<file path="src/rtl/game_pkg.sv">
// Shared encodings and score helpers for the game controller.
package game_pkg;

    localparam int SCORE_W = 16;

    localparam logic [1:0] GS_IDLE    = 2'd0;
    localparam logic [1:0] GS_RUNNING = 2'd1;
    localparam logic [1:0] GS_DEAD    = 2'd2;

    localparam logic [SCORE_W-1:0] SCORE_MAX = '1;

    function automatic logic [SCORE_W-1:0] sat_inc(input logic [SCORE_W-1:0] v);
        return (v == SCORE_MAX) ? v : v + SCORE_W'(1);
    endfunction

endpackage

</file>
<file path="src/rtl/frame_edge_sampler.sv">
// Samples button levels once per frame and flags rising edges against the previous frame.
module frame_edge_sampler #(
    parameter int WIDTH = 1
) (
    input  logic             clk,
    input  logic             rst,
    input  logic             sample,
    input  logic [WIDTH-1:0] level_in,
    output logic [WIDTH-1:0] level,
    output logic [WIDTH-1:0] rise
);

    logic [WIDTH-1:0] prev;

    always_ff @(posedge clk) begin
        if (rst) begin
            prev <= '0;
        end else if (sample) begin
            prev <= level_in;
        end
    end

    assign level = level_in;
    assign rise  = level_in & ~prev;

endmodule

</file>
<file path="src/rtl/game_state_controller.sv">
// Game FSM: frame-aligned dino commands, collision latch, scoring and restart gating.
module game_state_controller
    import game_pkg::*;
#(
    parameter int SCORE_DIV    = 6,
    parameter int GRACE_FRAMES = 30,
    parameter int DEAD_HOLD    = 60
) (
    input  logic        clk,
    input  logic        rst,
    input  logic        frameTick,
    input  logic        vgaActive,
    input  logic        btnJump,
    input  logic        btnDuck,
    input  logic        dinoPixel,
    input  logic        obstaclePixel,
    output logic        jump,
    output logic        duck,
    output logic [1:0]  gameState,
    output logic        isDead,
    output logic        freeze,
    output logic        worldRst,
    output logic [15:0] score,
    output logic [15:0] hiScore
);

    localparam logic [5:0] DIV_LAST   = 6'(SCORE_DIV - 1);
    localparam logic [7:0] GRACE_INIT = 8'(GRACE_FRAMES);
    localparam logic [7:0] HOLD_INIT  = 8'(DEAD_HOLD);

    logic [1:0]         state;
    logic               hit_q;
    logic [5:0]         div_cnt;
    logic [7:0]         grace_cnt;
    logic [7:0]         hold_cnt;
    logic [SCORE_W-1:0] score_q;
    logic [SCORE_W-1:0] hi_q;
    logic               jump_q;
    logic               duck_q;
    logic               wr_q;

    logic jump_level;
    logic jump_edge;
    logic pix_hit;
    logic hit_now;
    logic start_game;

    frame_edge_sampler #(.WIDTH(1)) u_jump_sampler (
        .clk      (clk),
        .rst      (rst),
        .sample   (frameTick),
        .level_in (btnJump),
        .level    (jump_level),
        .rise     (jump_edge)
    );

    // A hit on the tick cycle itself still belongs to the frame being closed.
    assign pix_hit = vgaActive & dinoPixel & obstaclePixel;
    assign hit_now = hit_q | pix_hit;

    assign start_game = frameTick & jump_edge &
                        ((state == GS_IDLE) || ((state == GS_DEAD) && (hold_cnt == '0)));

    always_ff @(posedge clk) begin
        if (rst) begin
            state     <= GS_IDLE;
            hit_q     <= 1'b0;
            div_cnt   <= '0;
            grace_cnt <= '0;
            hold_cnt  <= '0;
            score_q   <= '0;
            hi_q      <= '0;
            jump_q    <= 1'b0;
            duck_q    <= 1'b0;
            wr_q      <= 1'b0;
        end else begin
            wr_q <= 1'b0;

            if (frameTick) begin
                hit_q <= 1'b0;
            end else if (pix_hit) begin
                hit_q <= 1'b1;
            end

            if (start_game) begin
                state     <= GS_RUNNING;
                wr_q      <= 1'b1;
                score_q   <= '0;
                grace_cnt <= GRACE_INIT;
                div_cnt   <= '0;
                jump_q    <= 1'b0;
                duck_q    <= 1'b0;
            end else if (frameTick) begin
                case (state)
                    GS_RUNNING: begin
                        if (hit_now && (grace_cnt == '0)) begin
                            state    <= GS_DEAD;
                            jump_q   <= 1'b0;
                            duck_q   <= 1'b0;
                            hold_cnt <= HOLD_INIT;
                            if (score_q > hi_q) begin
                                hi_q <= score_q;
                            end
                        end else begin
                            jump_q <= jump_level;
                            duck_q <= btnDuck & ~jump_level;
                            if (grace_cnt != '0) begin
                                grace_cnt <= grace_cnt - 8'd1;
                            end
                            if (div_cnt == DIV_LAST) begin
                                div_cnt <= '0;
                                score_q <= sat_inc(score_q);
                            end else begin
                                div_cnt <= div_cnt + 6'd1;
                            end
                        end
                    end
                    GS_DEAD: begin
                        jump_q <= 1'b0;
                        duck_q <= 1'b0;
                        if (hold_cnt != '0) begin
                            hold_cnt <= hold_cnt - 8'd1;
                        end
                    end
                    GS_IDLE: begin
                        jump_q <= 1'b0;
                        duck_q <= 1'b0;
                    end
                    default: begin
                        state  <= GS_IDLE;
                        jump_q <= 1'b0;
                        duck_q <= 1'b0;
                    end
                endcase
            end
        end
    end

    assign jump      = jump_q;
    assign duck      = duck_q;
    assign gameState = state;
    assign isDead    = (state == GS_DEAD);
    assign freeze    = (state != GS_RUNNING);
    assign worldRst  = wr_q;
    assign score     = score_q;
    assign hiScore   = hi_q;

endmodule

</file>
<file path="config.mk">
export PLATFORM = sky130hd
export DESIGN_NAME = game_state_controller
export DESIGN_NICKNAME = d
export VERILOG_FILES = /design/src/rtl/game_pkg.sv /design/src/rtl/frame_edge_sampler.sv /design/src/rtl/game_state_controller.sv
export SDC_FILE = /design/constraint.sdc
export NUM_CORES = 1
export LEC_CHECK = 0
export BUFFER_PORTS_ARGS = -buffer_cell sky130_fd_sc_hd__clkbuf_2
export CAP_MARGIN = 10
export CELL_PAD_IN_SITES_DETAIL_PLACEMENT = 0
export CELL_PAD_IN_SITES_GLOBAL_PLACEMENT = 2
export CORE_MARGIN = 3
export CORE_UTILIZATION = 36
export CTS_BUF_LIST = sky130_fd_sc_hd__clkbuf_4 sky130_fd_sc_hd__clkbuf_8
export CTS_CLUSTER_SIZE = 10
export DETAILED_ROUTE_END_ITERATION = 8
export GPL_ROUTABILITY_DRIVEN = 0
export PLACE_DENSITY_LB_ADDON = 0.1
export SLEW_MARGIN = 30
export SYNTH_ARGS = -nofsm -noshare
export SYNTH_HDL_FRONTEND = slang
export SYNTH_SLANG_ARGS = --single-unit
export TNS_END_PERCENT = 5
</file>
<file path="constraint.sdc">
create_clock -name clk -period 2.9 [get_ports clk]
set_clock_uncertainty 0.1 [all_clocks]
set_input_delay 0.58 -clock clk [delete_from_list [all_inputs] [get_ports clk]]
set_output_delay 0.58 -clock clk [all_outputs]
set_load 0.01 [all_outputs]
</file>
==> flow_summary.yaml, run 1 <==
status:
  outcome: "finished, final reports clean"
sta:
  worstMarginPinSlew_ns: 0.478
  period_share_pct: 84.6
  relSlewSlack_pct: 68.1
  finalSetupTns_ns: 0
  finalCriticalPeriod_ns: 2.45
  drv_slew: 0
  max_freq_mhz: 407
  setup_viol: 0
  holdWs_ns: 0.379
  hold_viol: 0
  rsz0062_at_grt: "no"
floorplanning:
  start_util_pct: 37.5
  die_y_um: 102
  die_area_sq_um: 10400
  io_pins: 47
  dieWidth_um: 102
  rows: 34
  fp.coreArea_sq_um: 8810
detailed_routing:
  firstDrtPassIters: 4
  vias_per_cell: 5.10
  ant_nets: 0
  drt_iter0_markers: 51
  wl_per_cell_um: 14.3
  drc: 0
  drt_wl_total_mm: 7.92
  route.vias.total: 2826
min_path:
  hold_start: "hiScore[14]"
  hold_path_depth: 2
  min_path_type: "reg -> reg"
pwr:
  leakagePower_nw: 1.48
  sequentialPowerShare_pct: 49.7
  combPwrFrac_pct: 6.8
  clkPwrFrac_pct: 43.5
  powerDensity_nw_per_um2: 443
  p_int_mw: 1.33
  swShare_pct: 23.4
  ir_drop_mv: 0.218
  power_switching_mw: 0.407
synthesis:
  synth.distinct_cells: 51
  ys.flop_type: "dfxtp_1"
  synth_top_area_cell: "dfxtp_1"
  synth_top_family_by_area: "simple AND/OR/NAND/NOR gates"
  synthMuxAreaShare_pct: 6.07
  synth_seq_area_share_pct: 37.0
  synthArstFlopShare_pct: 0
  synth_edf_count: 0
  synth-xor-area-share_pct: 4.51
  yosys_warnings: 0
  synthSimpleGateAreaFrac_pct: 24.6
  synth_fa_ha_area_share_pct: 8.72
  ys_ff_latch: 61
  synth_area_leaders: "dfxtp_1, ha_1, mux2i_1"
  syn_area_per_cell_sq_um: 8.55
  synth_cells: 386
  syn_nets: 417
  synth_compound_area_share_pct: 13.5
  synth_top_area_share_pct: 37.0
  syn_area_sq_um: 3300
cts:
  post_cts_resized: 0
  postCtsSetupBuffers: 0
  htreeDepth: 3
  cts_inserted_buffers: 9
  clk_latency_ns: 0.33
  cts_tree: "built"
  clock-sinks: 61
  clock-root-buffer: "clkbuf_8"
  hold_buffers: 0
  clk_pin_slew_ns: 0.07
  clock_tree.buffer_depth: 2
placed_design:
  placed_area_sq_um: 3720
  hpwl_mm: 5.98
  port_buffers: 46
global_routing:
  grt_pass1_vias: 2711
  grt_pass1_wl_mm: 13.3
  gr-max-usage-layer: "met2"
  grtUsageMet1_pct: 20.8
  met2_usage_pct: 26.9
  grt_overflow_total: 0
  antenna_found_initial: 0
  grt_use_met3_pct: 4.55
  grt_max_degree: 33
  grt_use_total_pct: 16.4
cells_and_area:
  finish.instance_area_sq_um: 3920
  drive_gt1_share_pct: 19.3
  post-route-util_pct: 44.5
  nets: 473
  area_growth_pct: 18.7
  n_antenna_cell: 0
flow_run:
  max-cap-violations: 0
setup_path:
  end_kind: "flip-flop"
  r2r.worst_path.cells: 7
  worstPathArrival_ns: 2.62
  crit_path_start_kind: "flip-flop"
  crit_start: "grace_cnt[0]"
  r2r_start: "grace_cnt[0]"
  path_class: "reg -> reg"
  required_ns: 3.07
  path_max_fanout: 9
-- stage by stage --
stage          std cells  setup WS [ns]  total power, mW
4_1_cts              554          0.415             1.77
6_report             554          0.446             1.74
5_1_grt              554          0.262             1.82
3_5_place_dp         539          0.425             1.00
3_3_place_gp         539          0.450             1.00
2_1_floorplan        386          0.452            0.969
-- layer usage --
layer | routed length [um] | share of wire, %
met5 | 0 | 0
met4 | 77 | 0.97
met1 | 3810 | 48
met3 | 273 | 3.4
met2 | 3750 | 47
-- worst paths after layout --
path / to / slack (ns)
max: score[11] / 0.45
min: hiScore[14] / 0.38
max reg2reg: score[11] / 0.45
min reg2reg: hiScore[14] / 0.38
-- cell type report --
type / count / area, sq um
inverter: 28 / 105
sequential: 61 / 1220
clock buffer: 15 / 200
multi-input combinational: 280 / 1890
tap: 108 / 135
timing repair buffer: 62 / 363
fill: 918 / 4890
-- state kept, by name, indices dropped and copies added, names as in the netlist --
name and count:
grace_cnt 8, u_jump_sampler.prev 1, gameState 2, hiScore 16, hit_q 1, score 16, div_cnt 6, worldRst 1
jump 1, duck 1, hold_cnt 8
-- cells by family (layout without fill, tap and decap cells) --
family / after synthesis / after routing
and+or+nand+nor: 152 / 152
DFF: 61 / 61
buffers and inverters: 45 / 105
muxes: 20 / 20
xor gates and xnor gates: 17 / 17
AOI/OAI and AO/OA: 68 / 68
adders and majority gates: 23 / 23
-- synthesized netlist by cell type (all sizes together), types with 6 or more instances --
library cell,number
a21oi,31
inv,28
mux2i,20
clkbuf,13
nor2,25
nand2,52
nand2b,7
ha,23
nor3,6
xor2,11
dfxtp,61
xnor2,6
or4,11
nand4,10
o21ai,10
o31ai,9
nand3,15
-- critical path: stages (launching register included) --
cell     delay (ns)
dfxtp_1        0.37
inv_1          0.08
ha_1           0.18
or3b_2         0.27
o31ai_1        0.10
or4_1          0.62
or4_1          0.51
a21oi_1        0.15
-- cell usage in the layout (no fill, tap or decap), types with 2 or more instances in the layout --
cell type	instances
dfxtp_1	61
nand2_1	51
clkbuf_2	46
a21oi_1	31
inv_1	28
nor2_1	25
ha_1	23
mux2i_1	20
nand3_1	15
buf_4	15
clkbuf_8	14
xor2_1	11
or4_1	10
nand4_1	10
o31ai_1	9
o21ai_0	8
nand2b_1	7
xnor2_1	6
and4_1	5
nor3_1	5
nor4_1	4
a31oi_1	3
or3b_2	2
o21ai_1	2
and2_1	2
nor3b_1	2
nand4b_1	2
o41ai_1	2
nor2b_1	2
nand3b_1	2
-- power by group through the flow --
stage	clock network (mW)	registers, mW	logic [mW]
floorplan	0	0.880	0.0889
global placement	0	0.882	0.119
detailed placement	0	0.882	0.119
CTS	0.788	0.863	0.120
global route	0.823	0.865	0.135
finish	0.754	0.863	0.118
Power figures use the tool's default switching activity.
==> run 2: changes to the inputs <==
Settings changed: ABC_AREA set to 1, CORE_UTILIZATION 36 to 33.
Clock period 2.9 ns to 2.32 ns, I/O delays scaled along.
==> flow_summary.yaml, run 2 <==
global_routing:
  antenna_found_initial: 0
  grt_pass1_wl_mm: 17.6
  grt_max_degree: 33
  grt_overflow_total: 0
  grt_pass1_vias: 3506
  grt_use_total_pct: 17.2
detailed_routing:
  firstDrtPassIters: 4
  drt_iter0_markers: 201
  ant_nets: 0
  drt_wl_total_mm: 10.3
  vias_per_cell: 4.73
  route.vias.total: 3659
  wl_per_cell_um: 13.3
  drc: 0
floorplanning:
  fp.coreArea_sq_um: 11000
  rows: 38
  dieWidth_um: 113
  io_pins: 47
  die_y_um: 113
  start_util_pct: 34.4
  die_area_sq_um: 12800
cts:
  clock_tree.buffer_depth: 2
  clock-root-buffer: "clkbuf_8"
  clock-sinks: 61
  clk_latency_ns: 0.36
  hold_buffers: 0
  clk_pin_slew_ns: 0.07
  cts_inserted_buffers: 9
  htreeDepth: 3
  cts_tree: "built"
sta:
  setup_viol: 0
  drv_slew: 0
  period_share_pct: 85.5
  rsz0062_at_grt: "no"
  worstMarginPinSlew_ns: 0.445
  hold_viol: 0
  holdWs_ns: 0.271
  max_freq_mhz: 504
  relSlewSlack_pct: 70.1
  finalSetupTns_ns: 0
  finalCriticalPeriod_ns: 1.98
synthesis:
  synth_edf_count: 0
  yosysMostFrequentCell: "nand2_1"
  synthArstFlopShare_pct: 0
  synth_top_area_share_pct: 32.2
  synth_seq_area_share_pct: 32.2
  syn_area_per_cell_sq_um: 6.73
  synth.distinct_cells: 34
  yosys_warnings: 0
  synth_cells: 563
  synth_area_leaders: "dfxtp_1, nand2_1, ha_1"
  ys.flop_type: "dfxtp_1"
  synth_top_area_cell: "dfxtp_1"
  syn_nets: 594
  synth_common_cells: "nand2_1, inv_1, dfxtp_1"
  ys_ff_latch: 61
  syn_area_sq_um: 3790
pwr:
  ir_drop_mv: 0.222
  leakagePower_nw: 1.97
  powerDensity_nw_per_um2: 551
  finalPower_mw: 2.49
setup_path:
  cp.depth: 12
  path_class: "reg -> reg"
  cp_top_family: "simple AND/OR/NAND/NOR gates"
  crit_top_cell: "nand2_1"
  crit_slowest_cell: "dfxtp_1"
  required_ns: 2.47
  crit_path_start_kind: "flip-flop"
  worstPathArrival_ns: 2.14
  end_kind: "flip-flop"
  r2r_slack_ns: 0.34
  path_buf_inv: 2
  critPathMaxStageDelay_ns: 0.35
  crit_chain: "inv_1, ha_1, nand2_1, nor2_2, nand2_1, nor2_1, nand2_1, nand3_1, buf_4, nand3_1, nand2_1, nor2_1"
  r2r_start: "hiScore[15]"
  r2r.worst_path.cells: 12
  path_max_fanout: 17
  timing.rr.end: "hiScore[8]"
min_path:
  hold_path_end: "duck"
  hold_path_depth: 3
  hold_start: "btnDuck"
  min_path_type: "in -> reg"
cells_and_area:
  post-route-util_pct: 41.0
  finish.instance_area_sq_um: 4530
  area_growth_pct: 19.4
  layout_common_cells: "nand2_1, inv_1, dfxtp_1, nor2_1, a21oi_1"
  n_antenna_cell: 0
  drive_gt1_share_pct: 17.7
  layout_commonest_cell: "nand2_1"
  nets: 660
  fillers: 1201
placed_design:
  placed_area_sq_um: 4290
  hpwl_mm: 7.70
  port_buffers: 46
flow_run:
  max-cap-violations: 0
status:
  outcome: "finished, final reports clean"
[run 2: per-stage QoR]
stage,instances,setup slack (ns)
2_1_floorplan,563,0.506
3_3_place_gp,758,0.286
3_5_place_dp,758,0.242
4_1_cts,774,0.234
5_1_grt,774,0.0490
6_report,774,0.336
[run 2: power by group]
| part | total, mW | switching [mW] | internal, mW | leakage [nW] |
|---|---|---|---|---|
| sequential | 1.09 | 0.0198 | 1.07 | 0.493 |
| clock | 1.13 | 0.459 | 0.672 | 0.120 |
| combinational | 0.276 | 0.178 | 0.0983 | 1.36 |
| total | 2.49 | 0.657 | 1.84 | 1.97 |
[run 2: what timing repair did]
action / in CTS / in global routing
resized for setup: 0 / 1
setup buffers: 0 / 0
setup endpoints to repair: 0 / 7
[run 2: cell type report]
class / instances / area, sq um / share of cell area, %
well taps: 140 / 175 / 3.87
clock inverters: 4 / 70.1 / 1.55
clock buffers: 12 / 159 / 3.51
inverters: 70 / 263 / 5.81
repair buffers: 70 / 435 / 9.62
multi-input cells: 417 / 2200 / 48.7
flip-flops and latches: 61 / 1220 / 27.0
[run 2: cell families after synthesis]
kind of cell / synth area share (%)
AO/OA/AOI/OAI: 10.1
XOR/XNOR: 4.39
adder cells (fa/ha/maj): 7.59
buffers and inverters: 9.77
flip-flops: 32.2
AND/OR/NAND/NOR: 35.9
[run 2: how the worst max path moves through the flow]
stage,from,end,slack (ns)
5_1_grt,hiScore[15],hiScore[8],0.05
2_1_floorplan,hiScore[15],hiScore[12],0.51
3_3_place_gp,hiScore[15],hiScore[8],0.29
3_5_place_dp,hiScore[15],hiScore[8],0.24
6_report,hiScore[15],hiScore[8],0.34
4_1_cts,hiScore[15],hiScore[8],0.23
[run 2: worst register-to-register path, delay by kind of cell, from the launching register on]
kind          cells  cell delay, ns
flops             1            0.35
fa+ha+maj         1            0.29
buf+inv           2            0.28
simple gates      9            0.86
[run 2: layer usage]
metal	vias to the layer above	GRT usage [%]	wire [um]
li1	1939	-	-
met1	1646	25.0	5420
met2	63	25.0	4300
met3	11	3.48	445
met4	0	6.49	156
met5	-	0	0
